$ cat src/rtl/divider_mc_32.sv
`default_nettype none
// ============================================================================
//  Module      : divider_mc_32
//  Description : Multi-cycle RV32M divider (DIV/DIVU/REM/REMU). Radix-2
//                restoring division on operand magnitudes, one quotient bit
//                per cycle, with the sign fix-up applied in a final cycle.
//                Handshake: start (sampled in IDLE) / busy / done pulse.
//  Options     : DIV_EARLY_OUT_EN - when defined, divide-by-zero and the
//                signed-overflow pair bypass the iteration and finish with
//                done in cycle 2 instead of cycle 34.
//  Revision    : 1.0 - initial release
// ============================================================================
module divider_mc_32 #(
  parameter int WIDTH = 32
) (
  input  logic             clk,
  input  logic             reset,
  input  logic             start,
  input  logic [1:0]       op,
  input  logic [WIDTH-1:0] a,
  input  logic [WIDTH-1:0] b,
  output logic             busy,
  output logic             done,
  output logic [WIDTH-1:0] result
);

  typedef enum logic [1:0] {
    S_IDLE = 2'd0,
    S_CALC = 2'd1,
    S_FIX  = 2'd2,
    S_DONE = 2'd3
  } state_t;

  localparam int                 c_cnt_w   = $clog2(WIDTH);
  localparam logic [c_cnt_w-1:0] c_last    = c_cnt_w'(WIDTH - 1);
  localparam logic [WIDTH-1:0]   c_int_min = {1'b1, {(WIDTH-1){1'b0}}};

  state_t               r_state;
  logic                 r_sel_rem;   // op[1]: 1 selects the remainder
  logic                 r_qneg;      // quotient must be negated in FIX
  logic                 r_rneg;      // remainder must be negated in FIX
  logic [WIDTH-1:0]     r_div;       // divisor magnitude
  logic [WIDTH-1:0]     r_quo;       // dividend shifting out / quotient shifting in
  logic [WIDTH-1:0]     r_rem;       // partial remainder
  logic [c_cnt_w-1:0]   r_cnt;

  logic                 w_signed;
  logic                 w_b_zero;
  logic [WIDTH-1:0]     w_a_mag;
  logic [WIDTH-1:0]     w_b_mag;
  logic [WIDTH:0]       w_remsh;
  logic [WIDTH+1:0]     w_trial;
  logic                 w_trial_ok;
  logic [WIDTH-1:0]     w_quo_fix;
  logic [WIDTH-1:0]     w_rem_fix;

  // Operand magnitudes and one restoring step. The shifted remainder can
  // reach 33 bits, so the trial subtraction carries one extra bit to keep
  // its borrow; a 0x80000000 magnitude is simply treated as unsigned.
  always_comb begin
    w_signed   = ~op[0];
    w_b_zero   = (b == '0);
    w_a_mag    = (w_signed && a[WIDTH-1]) ? -a : a;
    w_b_mag    = (w_signed && b[WIDTH-1]) ? -b : b;
    w_remsh    = {r_rem, r_quo[WIDTH-1]};
    w_trial    = {1'b0, w_remsh} - {2'b00, r_div};
    w_trial_ok = ~w_trial[WIDTH+1];
    w_quo_fix  = r_qneg ? -r_quo : r_quo;
    w_rem_fix  = r_rneg ? -r_rem : r_rem;
  end

  // Control FSM with datapath registers and registered handshake outputs.
  always_ff @(posedge clk or posedge reset) begin
    if (reset) begin
      r_state   <= S_IDLE;
      r_sel_rem <= 1'b0;
      r_qneg    <= 1'b0;
      r_rneg    <= 1'b0;
      r_div     <= '0;
      r_quo     <= '0;
      r_rem     <= '0;
      r_cnt     <= '0;
      busy      <= 1'b0;
      done      <= 1'b0;
      result    <= '0;
    end else begin
      case (r_state)
        S_IDLE: begin
          if (start) begin
            r_sel_rem <= op[1];
            r_div     <= w_b_mag;
            r_quo     <= w_a_mag;
            r_rem     <= '0;
            r_cnt     <= '0;
            // Quotient sign is left alone on divide-by-zero so the all-ones
            // magnitude reads back as -1 / 0xFFFFFFFF.
            r_qneg    <= w_signed & (a[WIDTH-1] ^ b[WIDTH-1]) & ~w_b_zero;
            r_rneg    <= w_signed & a[WIDTH-1];
            busy      <= 1'b1;
`ifdef DIV_EARLY_OUT_EN
            // Preload the magnitudes the iteration would have produced and
            // let FIX apply the same sign rules, so results match exactly.
            if (w_b_zero) begin
              r_quo   <= '1;
              r_rem   <= w_a_mag;
              r_state <= S_FIX;
            end else if (w_signed && (a == c_int_min) && (b == '1)) begin
              r_quo   <= c_int_min;
              r_rem   <= '0;
              r_state <= S_FIX;
            end else begin
              r_state <= S_CALC;
            end
`else
            r_state   <= S_CALC;
`endif
          end
        end
        S_CALC: begin
          r_quo <= {r_quo[WIDTH-2:0], w_trial_ok};
          r_rem <= w_trial_ok ? w_trial[WIDTH-1:0] : w_remsh[WIDTH-1:0];
          r_cnt <= r_cnt + 1'b1;
          if (r_cnt == c_last) begin
            r_state <= S_FIX;
          end
        end
        S_FIX: begin
          result  <= r_sel_rem ? w_rem_fix : w_quo_fix;
          done    <= 1'b1;
          r_state <= S_DONE;
        end
        S_DONE: begin
          done    <= 1'b0;
          busy    <= 1'b0;
          r_state <= S_IDLE;
        end
        default: begin
          r_state <= S_IDLE;
        end
      endcase
    end
  end

endmodule
`default_nettype wire

$ cat config.mk
export PLATFORM = sky130hd
export DESIGN_NAME = divider_mc_32
export DESIGN_NICKNAME = d
export VERILOG_FILES = /design/src/rtl/divider_mc_32.sv
export SDC_FILE = /design/constraint.sdc
export NUM_CORES = 1
export LEC_CHECK = 0
export ABC_AREA = 1
export CAP_MARGIN = 20
export CORE_UTILIZATION = 38
export CTS_CLUSTER_DIAMETER = 150
export DETAILED_ROUTE_END_ITERATION = 7
export DONT_BUFFER_PORTS = 1
export PLACE_DENSITY = 0.63
export SLEW_MARGIN = 20
export SYNTH_ARGS = -nofsm -noshare
export SYNTH_HDL_FRONTEND = slang
export SYNTH_SLANG_ARGS = --single-unit
$ cat constraint.sdc
create_clock -name clk -period 8.3 [get_ports clk]
set_clock_uncertainty 0.05 [all_clocks]
set_input_delay 0.83 -clock clk [delete_from_list [all_inputs] [get_ports clk]]
set_output_delay 0.83 -clock clk [all_outputs]
set_load 0.01 [all_outputs]
# Yosys cells after proc, flatten, opt, wreduce, memory -nomap -nowiden
# Cells that the tools add are included.
totals:
  regBits: 140
  ramBits: 0
  out_inout_bits: 34
  word_cells: 59
  inputBits: 69
  rom_bits: 0
  latch_bits: 0
  memories: 0
op_classes:
  shifts: 0
  n_mux: 18
  magnitude_cmp: 0
  eq_ne: 6
  bitwise_logic: 7
  n_reduce_logical: 11
  div_mod_pow: 0
  multipliers: 0
  n_addsub: 6
op_table:
  columns: ["cell", "n"]
  rows:
  - ["$mux 32", 8]
  - ["$neg 32->32", 4]
  - ["$pmux 32 s2", 2]
  - ["$sub 33x32->34", 1]
  - ["$logic_not 32->1", 1]
  - ["$pmux 5 s2", 1]
  - ["$pmux 2 s4", 1]
  - ["$reduce_and 2->1", 4]
  - ["$reduce_bool 2->1", 3]
  - ["$add 5x1->5 const B", 1]
  - ["$eq 5x5->1 const B", 1]
  - ["$mux 5", 1]
  - ["$eq 2x2->1 const B", 2]
  - ["$mux 2", 2]
  - ["$ne 2x2->1 const B", 2]
  - ["$pmux 1 s2", 2]
  - ["$and 1x1->1", 3]
  - ["$not 1->1", 3]
  - ["$eq 2x1->1 const B", 1]
  - ["$logic_and 1x1->1", 2]
  - ["$logic_not 2->1", 1]
  - ["$mux 1", 1]
  - ["$xor 1x1->1", 1]

# Logic depth before layout (Yosys ltp)
logic_depth:
  word_depth: 5
  ltp_mapped: 17
  depth_no_buf: 16

# Least setup slack after synthesis
# OpenSTA, ideal clock, no wires.
synth_path:
  path_kind: "input -> register"
  startpoint: "in a[0]"
  endpoint: "reg r_quo[20]"
  arrival_ps: 2017
  required_time_ps: 8130
  path_stages: 13
  path_slack_ps: 6113
  setup_ps: 120
  path_buffers: 0
  path_cell_list: "inv_1 ha_1 nand3_1 inv_1 nand2_1 nor2_2 nand2_1 nor2_2 nand2_1 nand3_1 nand2_1 o21ai_1 nand2_1"
synth_via:
  elab_chain_cells: 4
synth_lines:
  columns: ["item", "line", "rtl"]
  rows:
  - ["from (decl)", "20", "input logic [WIDTH-1:0] a,"]
  - ["$neg 32->32", "63", "w_a_mag = (w_signed && a[WIDTH-1]) ? -a : a;"]
  - ["$mux 32", "63", null]
  - ["$mux 32", "89", "if (start) begin"]
  - ["$pmux 32 s2", "87", "case (r_state)"]
  - ["to (signal assigned)", "92", "r_quo <= w_a_mag;"]
  - ["to (signal assigned)", "120", "r_quo <= {r_quo[WIDTH-2:0], w_trial_ok};"]
  - ["to (decl)", "43", "logic [WIDTH-1:0] r_quo;"]
# Every way passes these cells. The select of a mux whose other input is x is not followed.
# A chain may end at the register's enable or synchronous reset.

# Worst setup path in the final report
layout_path:
  startpoint: "reg r_state[1]"
  endpoint: "reg r_quo[31]"
layout_via:
  elab_chain_cells: 3
  word_cells_on_any_way: 6
  classes_between: "eq/ne: 2; mux: 1; reduce/logical: 3"
layout_lines:
  columns: ["item", "line", "rtl"]
  rows:
  - ["from (decl)", "38", "state_t r_state;"]
  - ["from (signal assigned)", "75", "r_state <= S_IDLE;"]
  - ["from (signal assigned)", "115", "r_state <= S_CALC;"]
  - ["from (signal assigned)", "124", "r_state <= S_FIX;"]
  - ["$eq 2x1->1 or $logic_not 2->1 (tied branches)", "87", null]
  - ["$reduce_bool 2->1 (no source line) or $ne 2x2->1 (tied branches)", null, null]
  - ["$reduce_and 2->1 (no source line)", null, null]
# Parallel ways exist; a longest one is shown, timed or not.

==> flow_summary.json <==
{
  "status": "finished clean",
  "numCtsBuffers": 17,
  "grt_pass1_wl_um": 64500,
  "avgRoutedWirePerCell_um": 16.0,
  "start_util": 0.386,
  "tns_ns": 0,
  "ios": 103,
  "final.period_utilization": 0.388,
  "met1_usage": 0.333,
  "rsz0062_at_grt": "false",
  "cts_buffer_depth": 2,
  "fin_crit_ns": 3.22,
  "top_usage_layer": "met2",
  "clk_pin_slew_worst_paths_ns": 0.06,
  "syn-num-nets": 2205,
  "met3_usage": 0.0469,
  "gp_congestion": 0.964,
  "required_ns": 8.52,
  "cts_tree": "yes",
  "hold_viol": 0,
  "port_buffers": 0,
  "cts.sinks": 140,
  "grt_max_degree": 73,
  "ant_nets": 0,
  "ir_drop_mv": 0.209,
  "tightest_slew_ns": 1.07,
  "endpoint_kind": "flop",
  "area_growth_pct": 7.47,
  "post-route-util": 0.414,
  "ys_types": 43,
  "htreeDepth": 4,
  "overflow": 0,
  "ys.warnings.count": 0,
  "reg2reg_from": "r_state[1]",
  "post_cts_resize_count": 0,
  "cp_max_fo": 60,
  "antenna_found_initial": 0,
  "drv_cap": 0,
  "hold_path_class": "primary input to asynchronous set/reset pin",
  "pre_cts_ws_ns": 5.13,
  "use_met2": 0.385,
  "seq_area_frac_synth": 0.279,
  "vias": 13300,
  "cts_hold_buf": 0,
  "hpwlAfterDp_um": 31100,
  "die_y_um": 184,
  "first_pass_iters": 6,
  "clock_latency_ns": 0.43,
  "slew-limit-headroom": 0.287,
  "ys_ff_latch": 140,
  "rows": 66,
  "path_class": "flop to flop",
  "synth_flop_cell": "dfrtp_1",
  "syn-cell-area_um2": 12500,
  "drt-total-wl_um": 40100,
  "syn_inst": 2093,
  "max_freq_ghz": 0.311,
  "postCtsSetupRepairBufs": 0,
  "coreArea_um2": 32500,
  "avgSynthCellArea_um2": 6.00,
  "drive_gt1_frac": 0.0392,
  "n_antenna_cell": 0,
  "vias_per_cell": 5.28,
  "nNetsFinal": 2168,
  "clock-root-buffer": "clkbuf_16",
  "grt_pass1_vias": 12400,
  "p_leak_uw": 0.00715,
  "drc": 0,
  "dieArea_um2": 33800,
  "setup_violations": 0,
  "worst_slack_ns": 5.08,
  "power_density_nw_per_um2": 373,
  "critPathLaunchType": "flop",
  "drv_slew": 0,
  "cp.arrival_ns": 3.43,
  "grt_usage": 0.242,
  "fill_cells": 3541,
  "crit_start": "r_state[1]",
  "synth_edf_count": 0,
  "first_iter_violations": 1258,
  "die_w_um": 184,
  "async_reset_ff_frac": 1.00
}
-- metal layers --
metal,share of wire,vias up,wire [µm]
li1,-,6622,-
met1,0.46,6132,18500
met2,0.45,456,18000
met3,0.071,52,2840
met4,0.019,0,780
met5,0,-,0
-- report_power, final --
part           leakage [µW]  switching (µW)  internal (µW)  total (µW)
registers           0.00176             276            971        1250
clock network      0.000286             306            487         793
logic               0.00510            2070            912        2990
-- placed cells by master, fill, tap and decap left out, drive strengths merged --
| master | n |
|---|---|
| a21oi | 86 |
| buf | 10 |
| xnor2 | 16 |
| a22o | 2 |
| o22ai | 2 |
| a22oi | 3 |
| clkbuf | 21 |
| inv | 309 |
| o22a | 1 |
| o211ai | 10 |
| nand3b | 8 |
| fa | 1 |
| clkinv | 5 |
| bufinv | 3 |
| nand2 | 660 |
| o21ai | 147 |
| o21bai | 4 |
| a31oi | 17 |
| nand4 | 34 |
| or2 | 3 |
| and2 | 2 |
| clkinvlp | 3 |
| nor3 | 11 |
| ha | 42 |
| nor4 | 2 |
| dfrtp | 140 |
| nor2 | 210 |
| xor2 | 24 |
| nand3 | 289 |
| and3 | 1 |
| nor3b | 2 |
-- layout make-up --
class	count	area, µm²	area share
Multi-Input combinational cell	1577	7580	0.562
Sequential cell	140	3500	0.260
Inverter	310	1170	0.0867
Tap cell	442	553	0.0410
Clock buffer	21	460	0.0341
Clock inverter	10	140	0.0104
Timing Repair Buffer	10	75.1	0.00557
-- cell families (layout without fill, tap and decap cells) --
| logic type | Yosys count | after routing | share of synthesized area |
|---|---|---|---|
| AO/OA/AOI/OAI | 272 | 272 | 0.116 |
| flip-flops | 140 | 140 | 0.279 |
| adder cells (fa/ha/maj) | 43 | 43 | 0.0435 |
| XOR/XNOR | 40 | 40 | 0.0279 |
| AND/OR/NAND/NOR | 1222 | 1222 | 0.417 |
| buffers and inverters | 376 | 351 | 0.117 |
-- per-stage QoR --
step	area [µm²]	hold WS, ns	total power [µW]	cells
after detailed placement	12900	0.424	4180	2479
after floorplan	12500	0.399	3390	2093
after global placement	12900	0.418	4130	2479
after CTS	13500	0.329	4990	2510
after global routing	13500	0.350	5500	2510
final	13500	0.289	5030	2510
-- flip-flops by register name (all words and copies together), names as in the netlist --
name and count:
busy 1, done 1, r_cnt 5, r_div 32, r_qneg 1, r_quo 32
r_rem 32, r_rneg 1, r_sel_rem 1, r_state 2, result 32
-- Yosys cell counts, types with 3 or more instances --
cell / instances / area [µm²]
buf_2: 15 / 75.1
buf_6: 5 / 56.3
nand3_2: 4 / 40.0
nand3_1: 285 / 1430
clkbuf_1: 41 / 154
dfrtp_1: 140 / 3500
or2_2: 3 / 18.8
nand2_1: 654 / 2450
buf_1: 5 / 18.8
xnor2_1: 16 / 140
o21bai_1: 4 / 30.0
nor2_1: 197 / 739
o211ai_1: 10 / 75.1
inv_1: 304 / 1140
nor3_1: 8 / 40.0
xor2_1: 24 / 210
o21ai_1: 15 / 75.1
nand4_1: 34 / 213
nand2_2: 4 / 25.0
nor2_2: 10 / 62.6
a31oi_1: 17 / 106
o21ai_0: 130 / 651
ha_1: 42 / 526
a21oi_1: 84 / 420
inv_2: 4 / 15.0
nand3b_1: 8 / 60.1
a22oi_1: 3 / 22.5
-- worst max-delay path, stage by stage (launching register included) --
cell and delay, ns:
dfrtp_1 0.40, inv_1 0.11, ha_1 0.15, buf_4 0.37, inv_2 0.36, o21ai_2 0.21, buf_4 0.44, inv_2 0.53
a21oi_1 0.30, a22oi_1 0.09
-- final timing paths --
kind | endpoint | depth (start not counted) | slack, ns
hold reg to reg | r_div[3] | 2 | 0.44
hold / removal | result[27] | 1 | 0.29
setup / recovery | r_quo[31] | 9 | 5.08
min in group clk | r_div[3] | 2 | 0.44
setup reg to reg | r_quo[31] | 9 | 5.08
max in group asynchronous | r_div[21] | 2 | 6.51
No activity file was read; power rests on OpenSTA's default activity.
